## config.mk

```make
export PLATFORM = sky130hd
export DESIGN_NAME = conv_lbx_ctrl
export DESIGN_NICKNAME = d
export VERILOG_FILES = /design/src/rtl/conv_pkg.sv /design/src/rtl/conv_lbx_ctrl_cnt.sv /design/src/rtl/conv_lbx_ctrl.sv
export SDC_FILE = /design/constraint.sdc
export NUM_CORES = 1
export LEC_CHECK = 0
export CORE_MARGIN = 1
export CORE_UTILIZATION = 47
export CTS_BUF_LIST = sky130_fd_sc_hd__clkbuf_4 sky130_fd_sc_hd__clkbuf_8 sky130_fd_sc_hd__clkbuf_16
export CTS_CLUSTER_SIZE = 25
export DETAILED_ROUTE_END_ITERATION = 12
export GPL_TIMING_DRIVEN = 0
export PLACE_DENSITY = 0.83
export SYNTH_ARGS = -nofsm -noshare
export SYNTH_HDL_FRONTEND = slang
export SYNTH_HIERARCHICAL = 1
export SYNTH_SLANG_ARGS = --single-unit
```

## constraint.sdc

```tcl
create_clock -name clk -period 2.6 [get_ports clk]
set_input_delay 0.65 -clock clk [delete_from_list [all_inputs] [get_ports clk]]
set_output_delay 0.65 -clock clk [all_outputs]
set_load 0.01 [all_outputs]
```

## src/rtl/conv_pkg.sv

```systemverilog
// Shared types for the conv line-buffer path: pixel format and the
// frame-sequencer state encoding.
package conv_pkg;
  localparam int PIXEL_W = 8;

  typedef logic [PIXEL_W-1:0] pixel_t;

  typedef enum logic [2:0] {
    IDLE,
    PRIME,
    RUN,
    FLUSH,
    DONE
  } lbx_ctrl_state_t;
endpackage

```

## src/rtl/conv_lbx_ctrl_cnt.sv

```systemverilog
// Push-position counter for the line-buffer sequencer: column wraps at
// W-1 and advances the row; flags end-of-line and the last real frame line.
module conv_lbx_ctrl_cnt #(
  parameter int W        = 640,
  parameter int LAST_ROW = 479,
  parameter int COL_W    = 10,
  parameter int ROW_W    = 9
) (
  input  logic             clk,
  input  logic             arst_n,
  input  logic             i_en,
  input  logic             i_clr,
  output logic [COL_W-1:0] o_col,
  output logic [ROW_W-1:0] o_row,
  output logic             o_eol,
  output logic             o_last
);
  logic [COL_W-1:0] r_col;
  logic [ROW_W-1:0] r_row;

  assign o_col  = r_col;
  assign o_row  = r_row;
  assign o_eol  = (r_col == COL_W'(W - 1));
  assign o_last = (r_row == ROW_W'(LAST_ROW));

  // Row keeps counting past the frame so the pad lines have their own rows.
  always_ff @(posedge clk or negedge arst_n) begin
    if (!arst_n) begin
      r_col <= '0;
      r_row <= '0;
    end else if (i_clr) begin
      r_col <= '0;
      r_row <= '0;
    end else if (i_en) begin
      if (o_eol) begin
        r_col <= '0;
        r_row <= r_row + 1'b1;
      end else begin
        r_col <= r_col + 1'b1;
      end
    end
  end
endmodule

```

## src/rtl/conv_lbx_ctrl.sv

```systemverilog
// Frame sequencer feeding conv_lbx: counts pixel positions, flags centred windows
// and pads HALF zero lines at frame end. Optional checking: CONV_LBX_CTRL_CHECK_EN.
module conv_lbx_ctrl
  import conv_pkg::*;
#(
  parameter int W      = 640,
  parameter int H      = 480,
  parameter int KERNEL = 3
) (
  input  logic                   clk,
  input  logic                   arst_n,
  input  logic                   s_vld_i,
  input  logic [PIXEL_W-1:0]     s_dat_i,
  input  logic                   s_sof_i,
  output logic                   s_rdy_o,
  input  logic                   stall_i,
  output logic                   lb_vld_o,
  output logic [PIXEL_W-1:0]     lb_dat_o,
  output logic                   lb_eol_o,
  output logic                   lb_stall_o,
  output logic                   win_vld_o,
  output logic [$clog2(H)-1:0]   win_row_o,
  output logic [$clog2(W)-1:0]   win_col_o,
  output logic                   frame_done_o,
  output logic                   err_o
);
  localparam int HALF   = (KERNEL - 1) / 2;
  localparam int COL_W  = $clog2(W);
  localparam int WIN_RW = $clog2(H);
  localparam int ROW_W  = $clog2(H + HALF + 1);

  localparam logic [ROW_W-1:0] ROW_HALF      = ROW_W'(HALF);
  localparam logic [ROW_W-1:0] ROW_PRIME_END = ROW_W'(HALF - 1);
  localparam logic [ROW_W-1:0] ROW_PAD_END   = ROW_W'(H + HALF - 1);

  lbx_ctrl_state_t r_state, w_state_nxt;

  logic             w_acc, w_push, w_win, w_clr, w_eol, w_last;
  logic [COL_W-1:0] w_col;
  logic [ROW_W-1:0] w_row;
  pixel_t           w_dat;

  logic             r_lb_vld, r_lb_eol, r_win_vld;
  pixel_t           r_lb_dat;
  logic [WIN_RW-1:0] r_win_row;
  logic [COL_W-1:0]  r_win_col;

  assign lb_stall_o   = stall_i;
  assign s_rdy_o      = !stall_i && (r_state inside {IDLE, PRIME, RUN});
  assign w_acc        = s_vld_i && s_rdy_o;
  assign frame_done_o = (r_state == DONE);
  assign w_win        = w_push && ((HALF == 0) || (r_state == RUN) || (r_state == FLUSH));

  conv_lbx_ctrl_cnt #(
    .W        (W),
    .LAST_ROW (H - 1),
    .COL_W    (COL_W),
    .ROW_W    (ROW_W)
  ) u_cnt (
    .clk    (clk),
    .arst_n (arst_n),
    .i_en   (w_push),
    .i_clr  (w_clr),
    .o_col  (w_col),
    .o_row  (w_row),
    .o_eol  (w_eol),
    .o_last (w_last)
  );

  always_ff @(posedge clk or negedge arst_n) begin
    if (!arst_n) r_state <= IDLE;
    else         r_state <= w_state_nxt;
  end

  // DONE never waits on stall so frame_done_o stays a single-cycle pulse.
  always_comb begin
    w_state_nxt = r_state;
    w_push      = 1'b0;
    w_clr       = 1'b0;
    w_dat       = s_dat_i;
    case (r_state)
      IDLE: begin
        if (w_acc && s_sof_i) begin
          w_push      = 1'b1;
          w_state_nxt = (HALF == 0) ? RUN : PRIME;
        end
      end
      PRIME: begin
        if (w_acc) begin
          w_push = 1'b1;
          if (w_eol && (w_row == ROW_PRIME_END)) w_state_nxt = RUN;
        end
      end
      RUN: begin
        if (w_acc) begin
          w_push = 1'b1;
          if (w_eol && w_last) w_state_nxt = (HALF == 0) ? DONE : FLUSH;
        end
      end
      FLUSH: begin
        w_dat = '0;
        if (!stall_i) begin
          w_push = 1'b1;
          if (w_eol && (w_row == ROW_PAD_END)) w_state_nxt = DONE;
        end
      end
      DONE: begin
        w_clr       = 1'b1;
        w_state_nxt = IDLE;
      end
      default: w_state_nxt = IDLE;
    endcase
  end

  // Output stage: one register between push decision and the line buffer.
  always_ff @(posedge clk or negedge arst_n) begin
    if (!arst_n) begin
      r_lb_vld  <= 1'b0;
      r_lb_dat  <= '0;
      r_lb_eol  <= 1'b0;
      r_win_vld <= 1'b0;
      r_win_row <= '0;
      r_win_col <= '0;
    end else begin
      r_lb_vld  <= w_push;
      r_lb_eol  <= w_push && w_eol;
      r_win_vld <= w_win;
      if (w_push) begin
        r_lb_dat  <= w_dat;
        r_win_row <= WIN_RW'(w_row - ROW_HALF);
        r_win_col <= w_col;
      end
    end
  end

  assign lb_vld_o  = r_lb_vld;
  assign lb_dat_o  = r_lb_dat;
  assign lb_eol_o  = r_lb_eol;
  assign win_vld_o = r_win_vld;
  assign win_row_o = r_win_row;
  assign win_col_o = r_win_col;

`ifdef CONV_LBX_CTRL_CHECK_EN
  logic r_err;
  logic w_sof_misplaced, w_origin_no_sof;

  assign w_sof_misplaced = w_acc && s_sof_i && (r_state != IDLE);
  assign w_origin_no_sof = w_push && (w_col == '0) && (w_row == '0) && !s_sof_i;

  always_ff @(posedge clk or negedge arst_n) begin
    if (!arst_n)                                 r_err <= 1'b0;
    else if (w_sof_misplaced || w_origin_no_sof) r_err <= 1'b1;
  end

  always @(posedge clk) begin
    if (arst_n) begin
      assert (!$isunknown(s_vld_i));
      assert (!w_origin_no_sof);
    end
  end

  assign err_o = r_err;
`else
  assign err_o = 1'b0;
`endif
endmodule
```

Word level (Yosys, flattened, before mapping)
Index checks and enable logic that the tools add are counted.
Widths: inputs -> output; s select.

cells by class
  add/subtract/negate cells = 3
  equality and inequality tests = 14
  mux-type cells = 20
  reduce and logical (&&, ||, !) cells = 18

operator list
  operator               count
  $mux 10                3
  $mux 9                 3
  $mux 3                 7
  $eq 9x9->1 const B     2
  $pmux 3 s4             1
  $add 10x1->10 const B  1
  $eq 10x10->1 const B   1
  $add 9x1->9 const B    1
  $logic_not 9->1        1
  $sub 9x1->9 const B    1
  $logic_and 1x1->1      8
  $mux 8                 1
  $ne 2x1->1 const B     4
  $reduce_and 7->1       1
  $eq 3x2->1 const B     2
  $ne 2x2->1 const B     3
  $mux 1                 4
  $reduce_bool 2->1      2
  $eq 3x1->1 const B     1
  $eq 3x3->1 const B     1
  $logic_not 3->1        1
  $pmux 1 s3             1
  $reduce_bool 3->1      1
  $reduce_and 2->1       1
  other kinds (3)        3

word-level totals
  register bits = 52
  output and inout bits = 34
  word-level logic and storage cells = 64

Depth between registers and ports, before layout
Gate-level depths: netlist of the first run.

  word-level depth = 9
  depth in mapped cells = 11
  depth with buffers taken out = 8

Hierarchy
The synthesis of the first run kept the hierarchy.

by module, submodules not included
  module             instances  cells each  area an instance (sq um)  sequential area each (sq um)
  conv_lbx_ctrl      1          164         1552.7                    825.8
  conv_lbx_ctrl_cnt  1          107         1008.5                    475.5

Least setup slack after synthesis of the first run
Ideal clock, no wire load.

  path kind = in2reg
  start point = input stall_i
  end point = register u_cnt.r_row[8], in the netlist u_cnt/o_row[8]
  library setup time = 78 ps
  data arrival time = 2843 ps
  setup slack = -321 ps
  stages = 9
  cells stage by stage = or4_1 -> buf_6 -> inv_6 -> buf_6 -> buf_2 -> nand4_2 -> or4_4 -> or3_1 -> a21oi_1

between the ends
  word-level cells in the longest chain between the ends = 8
  elaborated cells between the ends (all ways) = 10
  classes of those cells = mux (4); reduce/logical (6)

RTL lines
  what                           RTL line                 source
  start, declared                conv_lbx_ctrl.sv:16      input logic stall_i,
  $logic_not 1->1                -
  $logic_and 1x1->1              conv_lbx_ctrl.sv:49      assign s_rdy_o = !stall_i && (r_state inside {IDLE, PRIME, RUN});
  $logic_and 1x1->1              conv_lbx_ctrl.sv:50      assign w_acc = s_vld_i && s_rdy_o;
  $logic_and 1x1->1              conv_lbx_ctrl.sv:83      if (w_acc && s_sof_i) begin
  $mux 1                         conv_lbx_ctrl.sv:83
  $pmux 1 s3 *                   conv_lbx_ctrl.sv:81      case (r_state)
  via w_push                     conv_lbx_ctrl.sv:38      logic w_acc, w_push, w_win, w_clr, w_eol, w_last;
  $reduce_bool 2->1 (no line) *  -
  $reduce_and 2->1 (no line) *   -
  end signal, assigned           conv_lbx_ctrl_cnt.sv:37  r_row <= r_row + 1'b1;
  end, declared                  conv_lbx_ctrl_cnt.sv:19  logic [ROW_W-1:0] r_row;

Mark *: on every way through the listed nets, which the timed path passes. The rest lies on a longest branch.
A chain may end at the register's enable or synchronous reset.

Final worst setup path of the first run
  start point = input s_vld_i
  end point = register u_cnt.r_row[8], in the netlist u_cnt/o_row[8]

between the ends
  word-level cells in the longest chain between the ends = 6
  elaborated cells between the ends (all ways) = 7
  classes of those cells = mux (3); reduce/logical (4)

RTL lines
  what                           RTL line             source
  start, declared                conv_lbx_ctrl.sv:12  input logic s_vld_i,
  $logic_and 1x1->1 *            conv_lbx_ctrl.sv:50
  $logic_and 1x1->1              conv_lbx_ctrl.sv:83
  $mux 1                         conv_lbx_ctrl.sv:83
  $pmux 1 s3 *                   conv_lbx_ctrl.sv:81
  $reduce_bool 2->1 (no line) *  -
  $reduce_and 2->1 (no line) *   -

Every way passes the cells marked *; elsewhere a longest branch is shown, timed or not.

==> reports/metrics.cfg, run 1 <==
[place]
buffer_ports.inserted = 45
detailed_place.area_um2 = 3130
place_hpwl_um = 3740
preCtsSetupSlack_ps = -818
gp_congestion = 0.807

[yosys]
yosysWarningCount = 6
count_of_flip_flops_with_a_built_in_enable_after_synthesis = 0
syn_inst = 271
synth_seq_cells = 52
synth_sequential_area_ratio_pct = 50.8
synth.cell_area_um2 = 2560
synth_unique_cells = 52
async_flop_share_pct = 100
synth_flop_cell = sky130_fd_sc_hd__dfrtp_1
synth_fp_nets = 288
synth.avg_cell_area_um2 = 9.45

[cts]
worst_skew_pair.late_latency_ps = 310
tritoncts_num_sinks = 52
htreeDepth = 2
cts-hold-fix-buffers = 0
cts_inserted_buffers = 5
tritoncts = yes
worst_setup_hold_path_clk_slew_ps = 100
cts.root.buffer_cell = sky130_fd_sc_hd__clkbuf_8
cts_max_path_buffers = 2

[drt]
vias = 2092
firstDrtPassIters = 4
ant_nets = 0
dr.first_iter.drc_count = 134
drc = 0
post_detailed_route_via_to_cell_ratio = 5.28
wl_per_cell_um = 13.7
routed_wl_um = 5440

[critical_path]
number_of_cells_on_the_worst_reg_to_reg_path = 8
worst-endpoint-arrival_ps = 2750
data_required_critical_path_ps = 2830
regToRegSetupSlack_ps = 150
critical_path.reg2reg.endpoint = r_state[1]
crit_path_end_kind = flip-flop
critical_path.reg2reg.startpoint = u_cnt/o_col[7]
criticalPathCategory = input port to flip-flop
worstSetupStartpointType = input port
crit_path_start = s_vld_i
critical_path.max_fanout = 6

[layout]
number_of_inserted_filler_cells_in_the_final_layout = 415
mostFrequentLayoutCell = sky130_fd_sc_hd__nand2_1
final_area_um2 = 3250
diodes = 0
area.growth.synth_to_final_pct = 27.0
top_library_cells_by_usage_in_the_layout_fill_and_taps_aside = sky130_fd_sc_hd__nand2_1 (66), sky130_fd_sc_hd__dfrtp_1 (52), sky130_fd_sc_hd__clkdlybuf4s50_1 (41)
finalNetCount = 342
post_route_cells_drive_above_1_share_pct = 11.7

[pwr]
post_layout_total_power_mw = 1.89
vdd.ir_drop.worst_mv = 0.264
p_sw_uw = 564
share_seq_of_total_power_pct = 53.2
p_leak_nw = 1.44
power_frac_comb_pct = 21.2
cellPowerDensity_nw_per_um2 = 580
power.switching_fraction_pct = 29.9
intPower_mw = 1.32
power.clock.fraction_pct = 25.6

[sta]
hold_violations = 0
post-route-min-period_ps = 2510
fin_ws_ps = 88.8
timing.slew.headroom_pct = 65.9
min_period_over_period_pct = 96.6
report.final.setup_viol = 0
final-max-slew-violation-count = 0
fmaxAchievable_mhz = 398
skew_ps = 10.8
rsz0062_at_grt = no
worst_max_slew_pin_slew_ps = 512
setup-tns-final_ps = 0

[floorplan]
fp.dieArea_um2 = 5750
num_rows = 26
fp.dieW_um = 75.8
die_h_um = 75.8
coreArea_um2 = 5170
floorplan.initialDensity_pct = 49.5
floorplan.io_pins = 47

[grt]
grt_pass1_wl_um = 8850
maximum_number_of_pins_on_one_net_before_global_route_repair = 32
via_count_of_the_first_global_routing_pass = 1930
grt-ovfl-total = 0
antenna_found_initial = 0
grt_util_all_layers_pct = 20.6

[run]
drv.max_cap_violation_count = 0

[outcome]
status = complete, no violations

[min_path]
min-delay-path-class = input port to asynchronous set/reset pin

## metal layers
metal	GRT usage (%)	vias up	routed length, um
li1	-	1027	-
met1	25.6	1003	2450
met2	34.8	57	2710
met3	4.63	5	225
met4	7.82	0	62
met5	0	-	0
## what timing repair did
action                                  4_1_cts  5_1_grt
pin swaps                                     4        1
buffers inserted                              4        0
endpoints found under the setup margin       17        4
resized for setup                             6        4
## kinds of logic after synthesis
| kind of cell | Yosys count | share of synthesized area, % |
|---|---|---|
| other cells | 1 | 0.146 |
| buf+inv | 22 | 5.52 |
| xor+xnor | 16 | 5.47 |
| simple gates | 141 | 27.5 |
| flops | 52 | 50.8 |
| fa+ha+maj | 4 | 1.95 |
| mux | 1 | 0.391 |
| compound gates | 34 | 8.21 |
## cell usage after synthesis (2+ instances only)
cell type                  count  area, um2
sky130_fd_sc_hd__o21ai_2       2       17.5
sky130_fd_sc_hd__buf_4         2       15.0
sky130_fd_sc_hd__nand2_1      66        248
sky130_fd_sc_hd__a21oi_1       9       45.0
sky130_fd_sc_hd__nor2_1       16       60.1
sky130_fd_sc_hd__o21ai_1       3       15.0
sky130_fd_sc_hd__buf_6         4       45.0
sky130_fd_sc_hd__nor2b_1       2       12.5
sky130_fd_sc_hd__nand2b_1      2       12.5
sky130_fd_sc_hd__or4_1         3       22.5
sky130_fd_sc_hd__nor3_1        6       30.0
sky130_fd_sc_hd__dfrtp_1      52       1300
sky130_fd_sc_hd__buf_2         4       20.0
sky130_fd_sc_hd__and4b_1       2       20.0
sky130_fd_sc_hd__xor2_1        6       52.6
sky130_fd_sc_hd__o21ai_0      10       50.1
sky130_fd_sc_hd__inv_1         7       26.3
sky130_fd_sc_hd__o31ai_1       2       15.0
sky130_fd_sc_hd__nand3_1      16       80.1
sky130_fd_sc_hd__nand4_1       3       18.8
sky130_fd_sc_hd__nor3b_1       2       15.0
sky130_fd_sc_hd__or3_1         4       25.0
sky130_fd_sc_hd__and3_1        2       12.5
sky130_fd_sc_hd__xnor2_1      10       87.6
sky130_fd_sc_hd__and2_1        2       12.5
sky130_fd_sc_hd__ha_1          4       50.1
sky130_fd_sc_hd__clkbuf_1      2       7.51
sky130_fd_sc_hd__nor4_1        4       25.0
## worst max-delay path by stage
stage                           endpoint  slack [ps]
after detailed placement  u_cnt/o_row[6]        -820
final                     u_cnt/o_row[8]          90
after CTS                   frame_done_o          30
after global routing      u_cnt/o_row[8]          10
after floorplan           u_cnt/o_row[8]        -100
after global placement    u_cnt/o_row[7]        -790
## per-stage QoR
step	hold WS [ps]	instances	utilization, %
CTS	311	396	62.6
global route	331	396	62.9
detailed placement	455	387	60.6
global placement	450	386	60.3
finish	298	396	62.9
floorplan	354	271	-
## area by class of cell
cell class                      count  area [um2]  area share (%)
Clock buffer                        5        68.8            2.12
Inverter                            8        37.5            1.15
Buffer                             11        80.1            2.46
Timing Repair Buffer               50         492            15.1
Multi-Input combinational cell    197        1160            35.6
Sequential cell                    52        1300            40.0
Clock inverter                      3        27.5           0.846
Tap cell                           70        87.6            2.69
## power by group through the flow
stage	sequential [mW]	combinational [mW]	clock [mW]
after global routing	1.02	0.448	0.517
final	1.00	0.401	0.482
after CTS	1.00	0.405	0.492
after floorplan	1.04	0.170	0
after global placement	1.01	0.395	0
after detailed placement	1.02	0.405	0
## worst max-delay path, cell delays in order
cell	delay [ps]
sky130_fd_sc_hd__dlygate4sd2_1	230
sky130_fd_sc_hd__a21oi_2	40
sky130_fd_sc_hd__or4_4	570
sky130_fd_sc_hd__inv_8	90
sky130_fd_sc_hd__nand4_4	110
sky130_fd_sc_hd__or4_4	530
sky130_fd_sc_hd__or3_1	370
sky130_fd_sc_hd__a21oi_1	160
## state kept, by name, indices dropped and copies added, names as in the netlist
register and flops:
lb_dat_o 8, lb_eol_o 1, lb_vld_o 1, r_state 3
u_cnt/o_col 10, u_cnt/o_row 9, win_col_o 10, win_row_o 9
win_vld_o 1
No activity file was read; power rests on OpenSTA's default activity.
==> run 2, diff against run 1 <==
Settings changed: REMOVE_ABC_BUFFERS from default to 1, SLEW_MARGIN from default to 20.
==> run 2 against run 1 <==
Cell area down 0.27%; maximum frequency down 1.6%; global-route usage up 1.1 points; final cell count down 1.5%; combinational power down 5.5%; worst setup slack worse by 40 ps; hold slack better by 64 ps; largest cell class unchanged; highest routed layer unchanged.
==> reports/metrics.cfg, run 2 (synthesis results as in run 1) <==
[place]
place_hpwl_um = 3320
gp_congestion = 0.806
buffer_ports.inserted = 45

[floorplan]
fp.dieArea_um2 = 5750
floorplan.io_pins = 47
floorplan.initialDensity_pct = 49.5
coreArea_um2 = 5170
fp.dieW_um = 75.8
num_rows = 26
die_h_um = 75.8

[sta]
report.final.setup_viol = 0
min_period_over_period_pct = 98.1
rsz0062_at_grt = no
fmaxAchievable_mhz = 392
final-max-slew-violation-count = 0
worst_max_slew_pin_slew_ps = 655
skew_ps = 7.89
worst_hold_slack_ps = 363
post-route-min-period_ps = 2550
timing.slew.headroom_pct = 56.4
hold_violations = 0

[layout]
top_library_cells_by_usage_in_the_layout_fill_and_taps_aside = sky130_fd_sc_hd__nand2_1 (66), sky130_fd_sc_hd__dfrtp_1 (50), sky130_fd_sc_hd__clkdlybuf4s50_1 (41)
mostFrequentLayoutCell = sky130_fd_sc_hd__nand2_1
area.growth.synth_to_final_pct = 26.6
diodes = 0
finalNetCount = 336
post_route_cells_drive_above_1_share_pct = 12.8

[min_path]
min-delay-path-class = input port to asynchronous set/reset pin

[critical_path]
crit_path_end_kind = flip-flop
crit_chain = dlygate4sd2_1 -> or4_4 -> inv_12 -> nand4_4 -> or4_4 -> or3_4 -> a21oi_2
worstSetupStartpointType = input port
path_delay_family = simple AND/OR/NAND/NOR gates
timing.critical_path.buf_inv = 2
critical_path.max_fanout = 7
crit_path_max_incr_delay_ps = 590
data_required_critical_path_ps = 2840
critical-path-slowest-cell = sky130_fd_sc_hd__or4_4
worst-endpoint-arrival_ps = 2800
critical-path-top-cell-by-count = sky130_fd_sc_hd__or4_4
criticalPathCategory = input port to flip-flop

[cts]
cts_inserted_buffers = 5
worst_setup_hold_path_clk_slew_ps = 90
worst_skew_pair.late_latency_ps = 320
htreeDepth = 2
cts-hold-fix-buffers = 0
cts_max_path_buffers = 2
cts.root.buffer_cell = sky130_fd_sc_hd__clkbuf_8
tritoncts_num_sinks = 52
tritoncts = yes

[drt]
ant_nets = 0
firstDrtPassIters = 4
routed_wl_um = 5900
wl_per_cell_um = 15.1
dr.first_iter.drc_count = 99
post_detailed_route_via_to_cell_ratio = 5.47
vias = 2132
drc = 0

[outcome]
status = complete, no violations

[grt]
grt_util_all_layers_pct = 21.7
grt-ovfl-total = 0
via_count_of_the_first_global_routing_pass = 1899
grt_pass1_wl_um = 9230
maximum_number_of_pins_on_one_net_before_global_route_repair = 53
antenna_found_initial = 0

[pwr]
post_layout_total_power_mw = 1.88
p_leak_nw = 1.43
cellPowerDensity_nw_per_um2 = 581
vdd.ir_drop.worst_mv = 0.400

[run]
drv.max_cap_violation_count = 0

-- run 2: final cells by class --
type	instances	area, um2
repair buffers	53	508
flip-flops and latches	52	1300
repair inverters	1	8.76
well taps	70	87.6
multi-input cells	198	1200
fillers	420	1930
inverters	8	42.5
clock buffers	6	82.6
clock inverters	2	10.0
-- run 2: timing repair --
action	in CTS	in global routing
gates resized for setup	11	7
pin swaps	3	2
endpoints found under the setup margin	22	9
setup buffers	5	2
gates cloned	2	0
-- run 2: worst paths after layout --
path	startpoint	to	slack, ps	depth (start not counted)
worst max-delay path	stall_i	u_cnt/o_row[8]	50	7
worst min-delay path	arst_n	win_row_o[7]	360	1
worst max register to register	r_state[1]	u_cnt/o_row[8]	90	7
worst min register to register	lb_dat_o[3]	lb_dat_o[3]	470	2
max in group asynchronous	arst_n	r_state[0]	1780	1
min in group clk	lb_dat_o[3]	lb_dat_o[3]	470	2
-- run 2: power by group --
group / internal [mW] / leakage [nW] / total (mW) / switching (mW)
logic: 0.202 / 0.706 / 0.379 / 0.177
registers: 0.909 / 0.675 / 1.01 / 0.105
clock network: 0.213 / 0.0510 / 0.491 / 0.277
-- run 2: per-stage QoR --
stage	area [um2]	std cells	TNS (ps)	worst slack [ps]	util (%)
after global placement	2990	372	-63520	-1520	57.9
after global routing	3240	390	0	0.874	62.7
final	3240	390	0	48.9	62.7
after detailed placement	3000	373	-22960	-1470	58.1
after CTS	3200	388	-57.4	-55.4	61.8
after floorplan	2450	257	-3900	-588	-
-- run 2: metal layers --
metal  global-route usage, %  vias up  share of wire (%)
li1                        -     1022                  -
met1                    29.0     1043                 44
met2                    35.2       62                 49
met3                    5.16        5                5.7
met4                    6.38        0               0.87
met5                       0        -                  0
-- run 2: worst reg2reg max path, delay by kind of cell, from the launching register on --
family | cells | cell delay [ps]
simple gates | 5 | 1690
compound gates | 1 | 160
flops | 1 | 510
buf+inv | 1 | 90
==> run 3, diff against run 2 <==
Settings changed: CORE_ASPECT_RATIO from default to 1.2, CORE_UTILIZATION 47 to 52, CTS_CLUSTER_DIAMETER from default to 40, PLACE_DENSITY 0.83 to 0.86.
Clock period 2.6 ns to 2.7 ns, I/O delays scaled along.
==> run 3 against run 2 <==
Flip-flop and latch count stayed put; largest power group unchanged; global-route usage is 2.0 points higher; critical path type unchanged; cell area is 2.1% lower; sequential power is 4% lower.
==> reports/metrics.cfg, run 3 (synthesis results as in run 1) <==
[critical_path]
number_of_cells_on_the_worst_reg_to_reg_path = 7
critical_path.reg2reg.startpoint = r_state[1]
worstSetupEndpoint = u_cnt/o_row[6]
criticalPathCategory = input port to flip-flop
critical-path-top-cell-by-count = sky130_fd_sc_hd__or4_4
crit_path_start = s_sof_i
critical-path-slowest-cell = sky130_fd_sc_hd__or4_4
critical_path.max_fanout = 6
worstSetupStartpointType = input port
crit_chain = clkdlybuf4s50_1 -> nor3_1 -> or4_4 -> inv_12 -> nand4_4 -> or4_4 -> or3_1 -> a21oi_1
worst-endpoint-arrival_ps = 2910
crit_path_max_incr_delay_ps = 520
crit_path_end_kind = flip-flop
data_required_critical_path_ps = 2930
regToRegSetupSlack_ps = 140
critical_path.reg2reg.endpoint = u_cnt/o_row[6]

[sta]
worst_max_slew_pin_slew_ps = 657
post-route-min-period_ps = 2670
setup-tns-final_ps = 0
timing.slew.headroom_pct = 56.2
rsz0062_at_grt = no
hold_violations = 0
final-max-slew-violation-count = 0
skew_ps = 5.04
fmaxAchievable_mhz = 374
fin_ws_ps = 26.1
report.final.setup_viol = 0
min_period_over_period_pct = 99.0

[drt]
drc = 0
routed_wl_um = 5660
vias = 2134
post_detailed_route_via_to_cell_ratio = 5.66
wl_per_cell_um = 15.0
ant_nets = 0
firstDrtPassIters = 4
dr.first_iter.drc_count = 147

[floorplan]
die_h_um = 78.9
coreArea_um2 = 4660
num_rows = 27
fp.dieW_um = 66.1
fp.dieArea_um2 = 5210
floorplan.io_pins = 47
floorplan.initialDensity_pct = 54.9

[layout]
diodes = 0
mostFrequentLayoutCell = sky130_fd_sc_hd__nand2_1
top_library_cells_by_usage_in_the_layout_fill_and_taps_aside = sky130_fd_sc_hd__nand2_1 (66), sky130_fd_sc_hd__dfrtp_1 (52), sky130_fd_sc_hd__clkdlybuf4s50_1 (42)
final_area_um2 = 3180
finalNetCount = 335
area.growth.synth_to_final_pct = 24.0
final_cells = 377
post_route_cells_drive_above_1_share_pct = 10.7

[cts]
cts-hold-fix-buffers = 0
cts.root.buffer_cell = sky130_fd_sc_hd__clkbuf_8
cts_max_path_buffers = 2
tritoncts = yes
htreeDepth = 2
worst_setup_hold_path_clk_slew_ps = 90
tritoncts_num_sinks = 52
cts_inserted_buffers = 5
worst_skew_pair.late_latency_ps = 300

[grt]
grt-ovfl-total = 0
grt_util_all_layers_pct = 23.7
grt_pass1_wl_um = 9270
antenna_found_initial = 0
grt_util_met2_pct = 38.8
via_count_of_the_first_global_routing_pass = 2050
grt_util_met1_pct = 29.4
maximum_number_of_pins_on_one_net_before_global_route_repair = 53
grt_busiest_layer = met2
grt.met3_usage_pct = 4.89

[outcome]
status = complete, no violations

[place]
detailed_place.area_um2 = 3000
buffer_ports.inserted = 45
gp_congestion = 0.811
dp_cells = 362
preCtsSetupSlack_ps = -1340
place_hpwl_um = 3430

[pwr]
cellPowerDensity_nw_per_um2 = 565
vdd.ir_drop.worst_mv = 0.411
p_leak_nw = 1.41
post_layout_total_power_mw = 1.80

[min_path]
min-delay-path-class = input port to asynchronous set/reset pin

[run]
drv.max_cap_violation_count = 0

## run 3: cell type report
| type | count | area [um2] |
|---|---|---|
| multi-input combinational | 198 | 1160 |
| inverter | 8 | 42.5 |
| clock inverter | 2 | 16.3 |
| sequential | 52 | 1300 |
| clock buffer | 6 | 76.3 |
| fill | 362 | 1490 |
| tap | 58 | 72.6 |
| timing repair buffer | 52 | 502 |
| timing repair inverter | 1 | 8.76 |
## run 3: worst max-delay path: cells and delay by family
family	cells	cell delay, ps
compound gates	1	160
buf+inv	2	570
simple gates	5	1500
## run 3: how the worst min path moves through the flow
stage	to	from	depth (start not counted)	slack, ps
final	u_cnt/o_col[6]	arst_n	1	390
after CTS	win_col_o[5]	arst_n	1	410
after global placement	lb_dat_o[7]	lb_dat_o[7]	2	450
after floorplan	lb_dat_o[0]	arst_n	0	380
after global routing	u_cnt/o_col[5]	arst_n	1	430
after detailed placement	lb_dat_o[0]	lb_dat_o[0]	2	460
## run 3: what timing repair did
| action | 4_1_cts | 5_1_grt |
|---|---|---|
| setup endpoints to repair | 17 | 2 |
| setup buffers | 5 | 0 |
| gates resized for setup | 7 | 1 |
| cloned | 2 | 0 |
| pin swaps | 2 | 0 |
## run 3: layer usage
layer	share of wire [%]	wire length, um
met5	0	0
met4	2.9	165
met3	4.1	230
met2	51	2860
met1	42	2400
## run 3: stage by stage
step | hold WS, ps | utilization (%)
6_report | 393 | 68.1
5_1_grt | 434 | 68.1
4_1_cts | 411 | 68.0
3_5_place_dp | 461 | 64.4
3_3_place_gp | 449 | 63.9
2_1_floorplan | 379 | -
## run 3: where the power goes
part           leakage [nW]  switching, mW  internal [mW]
registers             0.678         0.0976          0.875
logic                 0.688          0.176          0.195
clock network        0.0448          0.258          0.195
